### src/rtl/morse_key_decoder.sv
// morse_key_decoder: turns a debounced straight-key level into Morse symbols,
// decoded ASCII characters and word-space events. Press and gap lengths are
// classified against thresholds that are sampled live on every cycle.
module morse_key_decoder #(
  parameter int MAX_SYM = 6
) (
  input  logic               clk,
  input  logic               rst_n,
  input  logic               enable,
  input  logic               key_in,
  input  logic [31:0]        long_key_cycles,
  input  logic [31:0]        timeout_cycles,
  input  logic [31:0]        space_cycles,
  output logic               char_valid,
  output logic [7:0]         char_ascii,
  output logic [MAX_SYM-1:0] sym_pattern,
  output logic [2:0]         sym_len,
  output logic               overflow,
  output logic               word_space,
  output logic               busy
);

  // Symbol capacity as a length value; the length register is 3 bits wide.
  localparam logic [2:0] MAX_LEN = 3'(MAX_SYM);

  typedef enum logic [1:0] {
    S_IDLE,
    S_PRESS,
    S_GAP,
    S_WORDWAIT
  } state_t;

  state_t             state_q, state_d;
  logic               key_prev_q;
  logic [31:0]        press_cnt_q, press_cnt_d;
  logic [31:0]        gap_cnt_q, gap_cnt_d;
  logic [MAX_SYM-1:0] pattern_q, pattern_d;
  logic [2:0]         len_q, len_d;
  logic               ovf_q, ovf_d;
  logic               char_valid_q, char_valid_d;
  logic [7:0]         char_ascii_q, char_ascii_d;
  logic [MAX_SYM-1:0] sym_pattern_q, sym_pattern_d;
  logic [2:0]         sym_len_q, sym_len_d;
  logic               overflow_q, overflow_d;
  logic               word_space_q, word_space_d;

  logic               rise;
  logic [31:0]        press_inc;
  logic [31:0]        gap_inc;
  logic [31:0]        timeout_thr;
  logic [32:0]        timeout_p1;
  logic [32:0]        space_thr;
  logic               sym_dah;
  logic [5:0]         pat6;
  logic [7:0]         decoded;

  assign rise = key_in & ~key_prev_q;

  // Saturating increments so a stuck key or an idle line never wraps.
  assign press_inc = (press_cnt_q == 32'hFFFF_FFFF) ? press_cnt_q : press_cnt_q + 32'd1;
  assign gap_inc   = (gap_cnt_q == 32'hFFFF_FFFF) ? gap_cnt_q : gap_cnt_q + 32'd1;

  // Effective thresholds: a character needs at least one gap cycle, and a word
  // gap always lands strictly after the character gap.
  assign timeout_thr = (timeout_cycles == 32'd0) ? 32'd1 : timeout_cycles;
  assign timeout_p1  = {1'b0, timeout_cycles} + 33'd1;
  assign space_thr   = ({1'b0, space_cycles} > timeout_p1) ? {1'b0, space_cycles} : timeout_p1;

  assign sym_dah = (press_cnt_q >= long_key_cycles);

  // Six-bit view of the pattern for the table lookup; missing bits read as 0.
  for (genvar gi = 0; gi < 6; gi++) begin : g_pat6
    if (gi < MAX_SYM) begin : g_bit
      assign pat6[gi] = pattern_q[gi];
    end else begin : g_zero
      assign pat6[gi] = 1'b0;
    end
  end

  // ITU Morse table keyed on {length, right-aligned pattern}; dit=0, dah=1.
  function automatic logic [7:0] itu_decode(input logic [2:0] len, input logic [5:0] pat);
    logic [7:0] ch;
    ch = 8'h3F;
    case ({len, pat})
      {3'd2, 6'b000001}: ch = "A";
      {3'd4, 6'b001000}: ch = "B";
      {3'd4, 6'b001010}: ch = "C";
      {3'd3, 6'b000100}: ch = "D";
      {3'd1, 6'b000000}: ch = "E";
      {3'd4, 6'b000010}: ch = "F";
      {3'd3, 6'b000110}: ch = "G";
      {3'd4, 6'b000000}: ch = "H";
      {3'd2, 6'b000000}: ch = "I";
      {3'd4, 6'b000111}: ch = "J";
      {3'd3, 6'b000101}: ch = "K";
      {3'd4, 6'b000100}: ch = "L";
      {3'd2, 6'b000011}: ch = "M";
      {3'd2, 6'b000010}: ch = "N";
      {3'd3, 6'b000111}: ch = "O";
      {3'd4, 6'b000110}: ch = "P";
      {3'd4, 6'b001101}: ch = "Q";
      {3'd3, 6'b000010}: ch = "R";
      {3'd3, 6'b000000}: ch = "S";
      {3'd1, 6'b000001}: ch = "T";
      {3'd3, 6'b000001}: ch = "U";
      {3'd4, 6'b000001}: ch = "V";
      {3'd3, 6'b000011}: ch = "W";
      {3'd4, 6'b001001}: ch = "X";
      {3'd4, 6'b001011}: ch = "Y";
      {3'd4, 6'b001100}: ch = "Z";
      {3'd5, 6'b011111}: ch = "0";
      {3'd5, 6'b001111}: ch = "1";
      {3'd5, 6'b000111}: ch = "2";
      {3'd5, 6'b000011}: ch = "3";
      {3'd5, 6'b000001}: ch = "4";
      {3'd5, 6'b000000}: ch = "5";
      {3'd5, 6'b010000}: ch = "6";
      {3'd5, 6'b011000}: ch = "7";
      {3'd5, 6'b011100}: ch = "8";
      {3'd5, 6'b011110}: ch = "9";
      default:           ch = 8'h3F;
    endcase
    return ch;
  endfunction

  assign decoded = ovf_q ? 8'h3F : itu_decode(len_q, pat6);

  // State and datapath registers. key_prev resets high so a key already held
  // when reset releases is not mistaken for a fresh press.
  always_ff @(posedge clk or negedge rst_n) begin
    if (!rst_n) begin
      state_q       <= S_IDLE;
      key_prev_q    <= 1'b1;
      press_cnt_q   <= '0;
      gap_cnt_q     <= '0;
      pattern_q     <= '0;
      len_q         <= '0;
      ovf_q         <= 1'b0;
      char_valid_q  <= 1'b0;
      char_ascii_q  <= '0;
      sym_pattern_q <= '0;
      sym_len_q     <= '0;
      overflow_q    <= 1'b0;
      word_space_q  <= 1'b0;
    end else begin
      state_q       <= state_d;
      key_prev_q    <= key_in;
      press_cnt_q   <= press_cnt_d;
      gap_cnt_q     <= gap_cnt_d;
      pattern_q     <= pattern_d;
      len_q         <= len_d;
      ovf_q         <= ovf_d;
      char_valid_q  <= char_valid_d;
      char_ascii_q  <= char_ascii_d;
      sym_pattern_q <= sym_pattern_d;
      sym_len_q     <= sym_len_d;
      overflow_q    <= overflow_d;
      word_space_q  <= word_space_d;
    end
  end

  // Next-state logic: classify presses, count gaps, emit characters and word
  // spaces. A rise always beats a gap threshold reached in the same cycle.
  always_comb begin
    state_d       = state_q;
    press_cnt_d   = press_cnt_q;
    gap_cnt_d     = gap_cnt_q;
    pattern_d     = pattern_q;
    len_d         = len_q;
    ovf_d         = ovf_q;
    char_valid_d  = 1'b0;
    char_ascii_d  = char_ascii_q;
    sym_pattern_d = sym_pattern_q;
    sym_len_d     = sym_len_q;
    overflow_d    = overflow_q;
    word_space_d  = 1'b0;

    if (!enable) begin
      state_d       = S_IDLE;
      press_cnt_d   = '0;
      gap_cnt_d     = '0;
      pattern_d     = '0;
      len_d         = '0;
      ovf_d         = 1'b0;
      char_ascii_d  = '0;
      sym_pattern_d = '0;
      sym_len_d     = '0;
      overflow_d    = 1'b0;
    end else begin
      case (state_q)
        S_IDLE: begin
          if (rise) begin
            state_d     = S_PRESS;
            press_cnt_d = 32'd1;
          end
        end
        S_PRESS: begin
          if (key_in) begin
            press_cnt_d = press_inc;
          end else begin
            if (len_q < MAX_LEN) begin
              pattern_d = {pattern_q[MAX_SYM-2:0], sym_dah};
              len_d     = len_q + 3'd1;
            end else begin
              ovf_d = 1'b1;
            end
            gap_cnt_d = 32'd1;
            state_d   = S_GAP;
          end
        end
        S_GAP: begin
          if (rise) begin
            state_d     = S_PRESS;
            press_cnt_d = 32'd1;
          end else begin
            gap_cnt_d = gap_inc;
            if (gap_inc >= timeout_thr) begin
              char_valid_d  = 1'b1;
              char_ascii_d  = decoded;
              sym_pattern_d = pattern_q;
              sym_len_d     = len_q;
              overflow_d    = ovf_q;
              pattern_d     = '0;
              len_d         = '0;
              ovf_d         = 1'b0;
              state_d       = S_WORDWAIT;
            end
          end
        end
        S_WORDWAIT: begin
          if (rise) begin
            state_d     = S_PRESS;
            press_cnt_d = 32'd1;
          end else begin
            gap_cnt_d = gap_inc;
            if ({1'b0, gap_inc} >= space_thr) begin
              word_space_d = 1'b1;
              gap_cnt_d    = '0;
              state_d      = S_IDLE;
            end
          end
        end
        default: state_d = S_IDLE;
      endcase
    end
  end

  assign char_valid  = char_valid_q;
  assign char_ascii  = char_ascii_q;
  assign sym_pattern = sym_pattern_q;
  assign sym_len     = sym_len_q;
  assign overflow    = overflow_q;
  assign word_space  = word_space_q;
  assign busy        = (state_q != S_IDLE);

endmodule

### config.mk
export PLATFORM = sky130hd
export DESIGN_NAME = morse_key_decoder
export DESIGN_NICKNAME = d
export VERILOG_FILES = /design/src/rtl/morse_key_decoder.sv
export SDC_FILE = /design/constraint.sdc
export NUM_CORES = 1
export LEC_CHECK = 0
export CELL_PAD_IN_SITES_DETAIL_PLACEMENT = 0
export CELL_PAD_IN_SITES_GLOBAL_PLACEMENT = 1
export CORE_MARGIN = 2
export CORE_UTILIZATION = 43
export DETAILED_ROUTE_END_ITERATION = 10
export PLACE_DENSITY_LB_ADDON = 0.1
export SYNTH_ARGS = -nofsm -noshare
export SYNTH_HDL_FRONTEND = slang
export SYNTH_SLANG_ARGS = --single-unit
### constraint.sdc
create_clock -name clk -period 5.3 [get_ports clk]
set_clock_uncertainty 0.15 [all_clocks]
set_input_delay 0.53 -clock clk [delete_from_list [all_inputs] [get_ports clk]]
set_output_delay 0.53 -clock clk [all_outputs]
set_load 0.05 [all_outputs]
==> flow_metrics.py, run 1 <==
metrics = {
    "timing": {
        "period_needed_ps": 5620,
        "whs_ps": 21.8,
        "setup_viol": 34,
        "tightestPinTransition_ps": 909,
        "setup_tns_ps": -8580,
        "fmax_ghz": 0.178,
        "worst_slack_ps": -321,
        "max-slew-margin-rel_pct": 39.4,
        "min_period_over_period_pct": 106,
        "hold_viol_final": 0,
        "slew_viol_final": 0,
        "rsz0062_at_grt": "yes",
    },
    "worst_setup_path": {
        "crit_arrival_ps": 5700,
        "cp-end-kind": "flip-flop",
        "critPathMaxFanout": 7,
        "cp-start-kind": "input pin",
        "critPathMaxStageDelay_ps": 580,
        "cp.required_ps": 5380,
        "criticalPathCategory": "in2reg",
        "crit_path_top_delay_cell": "or4_4",
        "crit_top_cell": "buf_12",
    },
    "cts": {
        "clock_latency_ps": 350,
        "htreeDepth": 3,
        "clkTransAtPathRegs_ps": 70,
        "cts_tree": "done",
        "cts_made_buffers": 9,
        "clock-root-buffer": "clkbuf_16",
        "clk_path_buf_depth": 2,
        "cts_sinks": 96,
    },
    "finish": {
        "area_growth_pct": 35.2,
        "antenna_cells": 0,
        "fin_cells": 1749,
        "utilization_pct": 59.0,
        "multi_input_area_mm2": 0.00737,
        "n_fill_cell": 2107,
        "drive_gt1_share_pct": 19.3,
        "layout.area.seq_mm2": 0.00240,
        "nNetsFinal": 1699,
    },
    "placement": {
        "hpwlAfterDp_um": 22200,
        "place_ws_ps": -1110,
        "place_inst": 1706,
        "gp_congestion": 0.883,
        "io_buffers": 119,
    },
    "detailed_routing": {
        "vias": 9629,
        "antenna_left": 0,
        "drc": 0,
        "wl_per_cell_um": 16.5,
        "routed_wl_um": 28800,
        "firstDrtPassIters": 5,
        "via_per_inst": 5.51,
        "first_iter_violations": 349,
    },
    "logic_synthesis": {
        "ys_seq_area_share_pct": 24.4,
        "syn_nets": 1454,
        "avgSynthCellArea_um2": 8.11,
        "yosys_warnings": 0,
        "yosysUniqueCellTypes": 78,
        "ys_seq_elements": 96,
        "synth-main-ff-cell": "dfrtp_1",
        "synthArstFlopShare_pct": 100,
        "synth-edff-count": 0,
        "synth_cells": 1214,
        "syn_area_mm2": 0.00984,
    },
    "grt": {
        "grt_usage_pct": 24.2,
        "grt_max_degree": 55,
        "grt_pass1_wl_um": 47500,
        "gr-total-overflow": 0,
        "antenna_found_initial": 0,
        "grt_pass1_vias": 9580,
    },
    "floorplanning": {
        "rows": 55,
        "core-area_mm2": 0.0226,
        "ios": 121,
        "initial_core_util_pct": 43.6,
        "die-area_mm2": 0.0241,
        "die_w_um": 155,
        "die_y_um": 155,
    },
    "pwr": {
        "peakVddDrop_uv": 160,
        "pwr_density_cell_mw_per_mm2": 183,
        "power_leakage_nw": 6.20,
    },
    "outcome": {
        "violations": "setup timing",
        "status": "finished with violations",
    },
    "flow_run": {
        "cap_viol_max_count": 0,
    },
    "min_path": {
        "min_path_type": "in2async",
    },
}
-- worst paths after layout --
path	start	end	slack, ps	depth (start not counted)
setup reg to reg	gap_cnt_q[8]	gap_cnt_q[10]	360	18
min in group clk	sym_len[0]	sym_len[0]	350	1
max in group asynchronous	rst_n	char_ascii[2]	3860	2
hold reg to reg	sym_len[0]	sym_len[0]	350	1
hold / removal	rst_n	press_cnt_q[17]	20	1
setup / recovery	timeout_cycles[3]	gap_cnt_q[10]	-320	29
-- metrics by stage --
stage | total power [W] | cell area [µm²]
final | 0.00244 | 13300
after global routing | 0.00259 | 13300
after CTS | 0.00240 | 13100
after floorplan | 0.00130 | 9960
after global placement | 0.00164 | 12300
after detailed placement | 0.00165 | 12300
-- cell usage after synthesis (all sizes together) (4+ instances only) --
cell | count | area share [%]
nand3 | 60 | 3.1
or4 | 4 | 0.31
xor2 | 25 | 2.2
nor4b | 9 | 1.1
mux2i | 10 | 1.0
o2bb2ai | 4 | 0.36
o211ai | 6 | 0.46
a21o | 23 | 1.8
clkbuf | 33 | 1.3
nand2 | 145 | 5.6
a221o | 13 | 1.3
o21ai | 67 | 3.4
nor2b | 10 | 0.64
o2111ai | 5 | 0.44
a221oi | 6 | 0.53
inv | 85 | 3.2
a22o | 37 | 3.3
a211oi | 11 | 0.89
buf | 14 | 0.75
nand2b | 7 | 0.44
and4 | 12 | 1.1
nand4 | 42 | 2.8
or2 | 5 | 0.32
nor3 | 33 | 1.7
o31ai | 6 | 0.46
and3 | 12 | 0.76
nor4 | 17 | 1.4
dfrtp | 95 | 24
nor2 | 96 | 3.8
xnor2 | 63 | 5.6
a21oi | 59 | 3.0
a31oi | 9 | 0.57
and2 | 8 | 0.51
ha | 140 | 18
-- per-layer routing --
metal  wire length (µm)  share of wire (%)  GRT usage (%)  vias to the layer above
li1                   -                  -              -                     4917
met1              13300                 46           31.5                     4475
met2              13700                 47           42.0                      194
met3                875                3.0           2.20                       43
met4                924                3.2           8.30                        0
met5                  0                  0              0                        -
-- sequential cells by signal (all words and copies together) (netlist names) --
signal	cells
char_valid	1
gap_cnt_q	32
ovf_q	1
len_q	3
pat6	6
key_prev_q	1
char_ascii	7
sym_len	3
press_cnt_q	32
word_space	1
sym_pattern	6
overflow	1
state_q	2
-- report_power, final --
part           switching (W)  internal [W]  total (W)
logic               0.000543      0.000438   0.000981
registers          0.0000245      0.000751   0.000775
clock network       0.000308      0.000375   0.000683
total               0.000875       0.00156    0.00244
-- cells by family after synthesis --
family | after synthesis | synth area share [%]
DFF | 96 | 24.4
muxes | 11 | 1.13
adders and majority gates | 140 | 17.8
other | 1 | 0.0381
xor gates and xnor gates | 88 | 7.83
buffers and inverters | 134 | 5.34
AOI/OAI and AO/OA | 274 | 19.1
and+or+nand+nor | 470 | 24.3
-- worst max-delay path: cells and delay by family --
family / cells / cell delay (ps)
compound gates: 8 / 1330
buf+inv: 7 / 1000
fa+ha+maj: 2 / 600
xor+xnor: 1 / 160
mux: 1 / 110
simple gates: 10 / 1950
-- area by class of cell --
cell class | instances | area share [%]
multi-input combinational | 984 | 55.4
timing repair buffer | 281 | 19.1
sequential | 96 | 18.1
tap | 285 | 2.68
inverter | 87 | 2.45
clock buffer | 9 | 1.69
clock inverter | 7 | 0.639
-- placed cells by master (no fill, tap or decap), types with 12 or more instances in the layout --
cell             count
nor3_1              31
clkdlybuf4s50_1     94
inv_1               84
dfrtp_1             95
a21o_1              22
xnor2_1             55
a221o_1             13
ha_1               133
buf_4              148
o21ai_0             48
nor2_1              91
nand4_1             41
nand3_1             55
nand2_1            136
buf_6               12
a22o_1              37
nor4_1              12
xor2_1              25
a21oi_1             57
-- timing repair --
action                                  in CTS  in global routing
hold endpoints to repair                     0                  0
gates resized for setup                    129                 36
pin swaps                                   38                 22
gates cloned                                 5                  2
hold buffers                                 0                  0
setup buffers                               17                  8
endpoints found under the setup margin      35                 39
No activity file was read; power rests on OpenSTA's default activity.
==> inputs of run 2 (changes only) <==
Settings changed: PLACE_DENSITY_LB_ADDON 0.1 to 0.08.
==> run 2 against run 1 <==
First-iteration DRC count grew 17%. Worst setup slack improved by 100 ps. Clock-buffer cell count is the same. Via count rose by 3.0%. Routed wire length up 2.6%. Clock power up 6.6%. The run still ends with setup timing left. Sequential power about the same. Critical path type unchanged.
==> flow_metrics.py, run 2 (synthesized netlist as in run 1, its figures left out) <==
metrics = {
    "outcome": {
        "status": "finished with violations",
        "violations": "setup timing",
    },
    "detailed_routing": {
        "drc": 0,
        "wl_per_cell_um": 16.4,
        "first_iter_violations": 408,
        "firstDrtPassIters": 5,
        "antenna_left": 0,
        "routed_wl_um": 29500,
        "vias": 9914,
        "via_per_inst": 5.51,
    },
    "finish": {
        "nNetsFinal": 1748,
        "layout_common_cells": "buf_4, ha_1, nand2_1, dfrtp_1, clkdlybuf4s50_1",
        "fin_cells": 1798,
        "antenna_cells": 0,
        "n_fill_cell": 2043,
        "area_growth_pct": 39.6,
        "final_common_cell": "buf_4",
        "layout.area.seq_mm2": 0.00240,
        "multi_input_area_mm2": 0.00745,
        "drive_gt1_share_pct": 23.6,
    },
    "floorplanning": {
        "die_w_um": 155,
        "die_y_um": 155,
        "die-area_mm2": 0.0241,
        "rows": 55,
        "initial_core_util_pct": 43.6,
        "ios": 121,
        "core-area_mm2": 0.0226,
    },
    "pwr": {
        "combinationalPowerShare_pct": 39.8,
        "swShare_pct": 35.3,
        "power_leakage_nw": 6.44,
        "p_switching_w": 0.000883,
        "pwr_density_cell_mw_per_mm2": 182,
        "peakVddDrop_uv": 179,
        "clkPwrFrac_pct": 29.1,
        "internal_power_w": 0.00162,
        "p_seq_share_pct": 31.0,
    },
    "timing": {
        "tightestPinTransition_ps": 1150,
        "setup_viol": 33,
        "worst_slack_ps": -218,
        "hold_viol_final": 0,
        "slew_viol_final": 0,
        "whs_ps": 53.1,
        "period_needed_ps": 5520,
        "rsz0062_at_grt": "yes",
        "min_period_over_period_pct": 104,
        "max-slew-margin-rel_pct": 23.4,
        "fmax_ghz": 0.181,
    },
    "placement": {
        "gp_congestion": 0.904,
        "io_buffers": 119,
        "place_inst": 1742,
        "hpwlAfterDp_um": 22400,
    },
    "worst_setup_path": {
        "cp-start-kind": "input pin",
        "cp-end-kind": "flip-flop",
        "cp.required_ps": 5380,
        "criticalPathCategory": "in2reg",
        "reg2reg_depth": 17,
        "critPathMaxFanout": 7,
        "crit_arrival_ps": 5590,
        "regToRegEndpoint": "pat6[2]",
        "rr_startpoint": "gap_cnt_q[19]",
        "reg2reg_slack_ps": 540,
        "startpoint": "timeout_cycles[26]",
    },
    "grt": {
        "grt_pass1_wl_um": 48300,
        "grt_use_met1_pct": 32.7,
        "grt-busiest-layer": "met2",
        "gr-total-overflow": 0,
        "grt_usage_pct": 24.7,
        "grt_max_degree": 50,
        "antenna_found_initial": 0,
        "use_met3_pct": 2.12,
        "grt_pass1_vias": 9629,
        "met2_usage_pct": 43.0,
    },
    "cts": {
        "hold_buffers": 0,
        "clk_path_buf_depth": 2,
        "cts_tree": "done",
        "clock-root-buffer": "clkbuf_16",
        "cts_sinks": 96,
        "cts_made_buffers": 9,
        "clock_latency_ps": 350,
        "htreeDepth": 3,
        "clkTransAtPathRegs_ps": 70,
    },
    "min_path": {
        "min_path_type": "in2async",
    },
    "flow_run": {
        "cap_viol_max_count": 0,
    },
}
## run 2: what timing repair did
item,in CTS,in global routing
resized for setup,183,52
endpoints found under the setup margin,35,42
pin swaps,73,45
cloned,6,0
setup buffers,29,7
## run 2: per-layer routing
| metal | routed length [µm] | part of all wire, % |
|---|---|---|
| met3 | 955 | 3.2 |
| met2 | 14200 | 48 |
| met4 | 652 | 2.2 |
| met1 | 13800 | 47 |
| met5 | 0 | 0 |
## run 2: layout make-up
| type | count | share of cell area [%] |
|---|---|---|
| repair buffers | 328 | 20.9 |
| clock inverters | 7 | 0.738 |
| flip-flops and latches | 96 | 17.5 |
| inverters | 87 | 2.38 |
| multi-input cells | 986 | 54.3 |
| well taps | 285 | 2.60 |
| clock buffers | 9 | 1.64 |
## run 2: critical path, stage by stage
cell and delay (ps):
clkdlybuf4s50_1 470, and4_1 220, and2_4 160, and3_4 190
nand2_2 60, xnor2_2 150, ha_1 340, nand4_1 110
nor2_2 160, and3_1 190, a221oi_2 60, a21o_2 270
buf_12 150, buf_12 130, buf_4 130, nand2_1 40
o21ai_0 80, ha_1 310, nand4_1 140, or4_4 480
o31ai_4 240, a22oi_2 140, a21oi_4 180, buf_6 150
buf_8 140, nor4_4 50, a221o_1 310
## run 2: how the worst max path moves through the flow
stage / cells past startpoint / to
2_1_floorplan: 25 / gap_cnt_q[25]
6_report: 27 / gap_cnt_q[15]
3_5_place_dp: 26 / gap_cnt_q[18]
3_3_place_gp: 26 / gap_cnt_q[18]
5_1_grt: 30 / gap_cnt_q[21]
4_1_cts: 29 / gap_cnt_q[17]
## run 2: power groups by stage
stage	Combinational, W	Clock [W]	Sequential, W
2_1_floorplan	0.000522	0	0.000783
3_3_place_gp	0.000869	0	0.000789
3_5_place_dp	0.000879	0	0.000790
4_1_cts	0.000972	0.000743	0.000776
5_1_grt	0.00110	0.000773	0.000779
6_report	0.000995	0.000728	0.000776
## run 2: stage by stage
stage          util [%]  setup TNS [ps]  total power, W  instance area, µm²  setup slack, ps
5_1_grt            60.8          -10820         0.00265               13700             -368
6_report           60.8           -4760         0.00250               13700             -218
3_3_place_gp       55.7          -41800         0.00166               12600            -1310
2_1_floorplan         -           -4610         0.00130                9960             -208
3_5_place_dp       55.7          -47230         0.00167               12600            -1470
4_1_cts            60.0           -3350         0.00249               13500             -158
==> inputs of run 3 (changes only) <==
Settings changed: GPL_TIMING_DRIVEN set to 0.
==> run 3 against run 2 <==
The flow still finishes with violations (setup timing). Via count is 4.3% lower. Total power fell by 2.8%. Utilization decreased by 4.6 points. Global-route usage is 0.48 points lower. Clock-buffer cell count is the same. Critical path depth is 3 higher. First-iteration DRC count down 22%. Worst setup slack worse by 350 ps. Sequential power about the same.
==> flow_metrics.py, run 3 (synthesized netlist as in run 1, its figures left out) <==
metrics = {
    "timing": {
        "slew_viol_final": 0,
        "rsz0062_at_grt": "yes",
        "fmax_ghz": 0.171,
        "hold_viol_final": 0,
        "worst_slack_ps": -564,
        "max-slew-margin-rel_pct": 31.3,
        "setup_viol": 35,
        "min_period_over_period_pct": 111,
        "tightestPinTransition_ps": 1030,
        "period_needed_ps": 5860,
    },
    "placement": {
        "gp_congestion": 0.903,
        "io_buffers": 115,
        "hpwlAfterDp_um": 22700,
        "place_inst": 1615,
        "place_area_mm2": 0.0115,
    },
    "finish": {
        "n_fill_cell": 2178,
        "drive_gt1_share_pct": 14.7,
        "fin_cells": 1682,
        "nNetsFinal": 1632,
        "final_common_cell": "ha_1",
        "layout_common_cells": "ha_1, nand2_1, dfrtp_1, clkdlybuf4s50_1, nor2_1",
        "antenna_cells": 0,
        "fin_area_mm2": 0.0127,
        "area_growth_pct": 29.1,
    },
    "outcome": {
        "status": "finished with violations",
        "violations": "setup timing",
    },
    "detailed_routing": {
        "first_iter_violations": 319,
        "antenna_left": 0,
        "vias": 9492,
        "firstDrtPassIters": 4,
        "wl_per_cell_um": 17.4,
        "routed_wl_um": 29300,
        "via_per_inst": 5.64,
        "drc": 0,
    },
    "floorplanning": {
        "ios": 121,
        "die_w_um": 155,
        "die-area_mm2": 0.0241,
        "rows": 55,
        "core-area_mm2": 0.0226,
        "die_y_um": 155,
        "initial_core_util_pct": 43.6,
    },
    "grt": {
        "grt_usage_pct": 24.2,
        "gr-total-overflow": 0,
        "grt_pass1_vias": 9320,
        "grt_max_degree": 59,
        "antenna_found_initial": 0,
        "grt_pass1_wl_um": 47300,
    },
    "worst_setup_path": {
        "rr_startpoint": "gap_cnt_q[19]",
        "cp.required_ps": 5370,
        "reg2reg_slack_ps": 140,
        "cp-end-kind": "flip-flop",
        "crit_arrival_ps": 5940,
        "regToRegEndpoint": "sym_pattern[0]",
        "crit_path_top_delay_cell": "or4_4",
        "crit_buf_inv": 7,
        "critPathMaxStageDelay_ps": 610,
        "cp-start-kind": "input pin",
        "critPathTopFamily": "simple AND/OR/NAND/NOR gates",
        "crit_top_cell": "buf_6",
        "critPathMaxFanout": 7,
        "reg2reg_depth": 15,
        "criticalPathCategory": "in2reg",
    },
    "cts": {
        "clock-root-buffer": "clkbuf_16",
        "htreeDepth": 3,
        "hold_buffers": 0,
        "cts_tree": "done",
        "clkTransAtPathRegs_ps": 80,
        "cts_sinks": 96,
        "clk_path_buf_depth": 2,
        "clock_latency_ps": 350,
        "cts_made_buffers": 9,
    },
    "pwr": {
        "p_switching_w": 0.000893,
        "pwr_density_cell_mw_per_mm2": 191,
        "clkPwrFrac_pct": 28.6,
        "total_power_w": 0.00243,
        "combinationalPowerShare_pct": 39.4,
        "p_seq_share_pct": 31.9,
        "internal_power_w": 0.00154,
        "peakVddDrop_uv": 180,
        "power_leakage_nw": 5.83,
        "swShare_pct": 36.7,
    },
    "flow_run": {
        "cap_viol_max_count": 0,
    },
    "min_path": {
        "min_path_type": "in2async",
    },
}
[run 3: worst max path at each step]
stage	from	end	slack [ps]	depth (start not counted)
after floorplan	timeout_cycles[2]	gap_cnt_q[25]	-210	25
after global placement	timeout_cycles[6]	gap_cnt_q[17]	-2020	28
after detailed placement	timeout_cycles[0]	gap_cnt_q[15]	-2030	27
after global routing	timeout_cycles[6]	gap_cnt_q[19]	-770	30
final	timeout_cycles[1]	gap_cnt_q[3]	-560	30
after CTS	timeout_cycles[3]	gap_cnt_q[15]	-460	29
[run 3: repair_timing]
item	CTS	global route
buffers inserted	24	23
cloned	2	2
resized for setup	166	73
setup endpoints to repair	45	62
pin swaps	35	44
[run 3: final cells by class]
class | count | area, µm² | share of cell area [%]
clock buffer | 9 | 225 | 1.77
inverter | 87 | 329 | 2.59
buffer | 47 | 355 | 2.80
multi-input combinational | 984 | 7330 | 57.7
timing repair buffer | 167 | 1620 | 12.8
sequential | 96 | 2400 | 18.9
tap | 285 | 357 | 2.81
clock inverter | 7 | 86.3 | 0.679
[run 3: worst reg2reg max path, stage by stage, from the launching register on]
cell and delay (ps):
dfrtp_1 460, and3_1 200, nand2_1 160, nor4_4 110
a311oi_2 750, nand2_1 360, nor2_1 250, xor2_1 290
ha_1 300, and4_1 220, a221oi_1 330, o221ai_1 240
a21o_1 260, a31oi_2 500, clkbuf_2 350, a22o_1 170
[run 3: through the flow]
step | hold WS, ps | TNS [ps] | util, % | setup slack, ps
after detailed placement | 337 | -70050 | 50.9 | -2030
after CTS | 27.0 | -12870 | 54.4 | -456
after global placement | 336 | -88080 | 50.8 | -2020
after global routing | 38.7 | -25830 | 56.3 | -767
final | 8.45 | -16970 | 56.3 | -564
after floorplan | 84.4 | -4610 | - | -208
[run 3: power by group through the flow]
stage | Sequential, W | Clock [W] | Combinational [W]
4_1_cts | 0.000776 | 0.000708 | 0.000868
3_5_place_dp | 0.000790 | 0 | 0.000808
2_1_floorplan | 0.000783 | 0 | 0.000522
6_report | 0.000776 | 0.000695 | 0.000959
3_3_place_gp | 0.000790 | 0 | 0.000803
5_1_grt | 0.000779 | 0.000738 | 0.00106
[run 3: metal layers]
metal,part of all wire [%],up-vias,track usage (%)
li1,-,4787,-
met1,46,4466,31.7
met2,49,198,42.1
met3,2.9,41,2.31
met4,2.4,0,7.73
met5,0,-,0
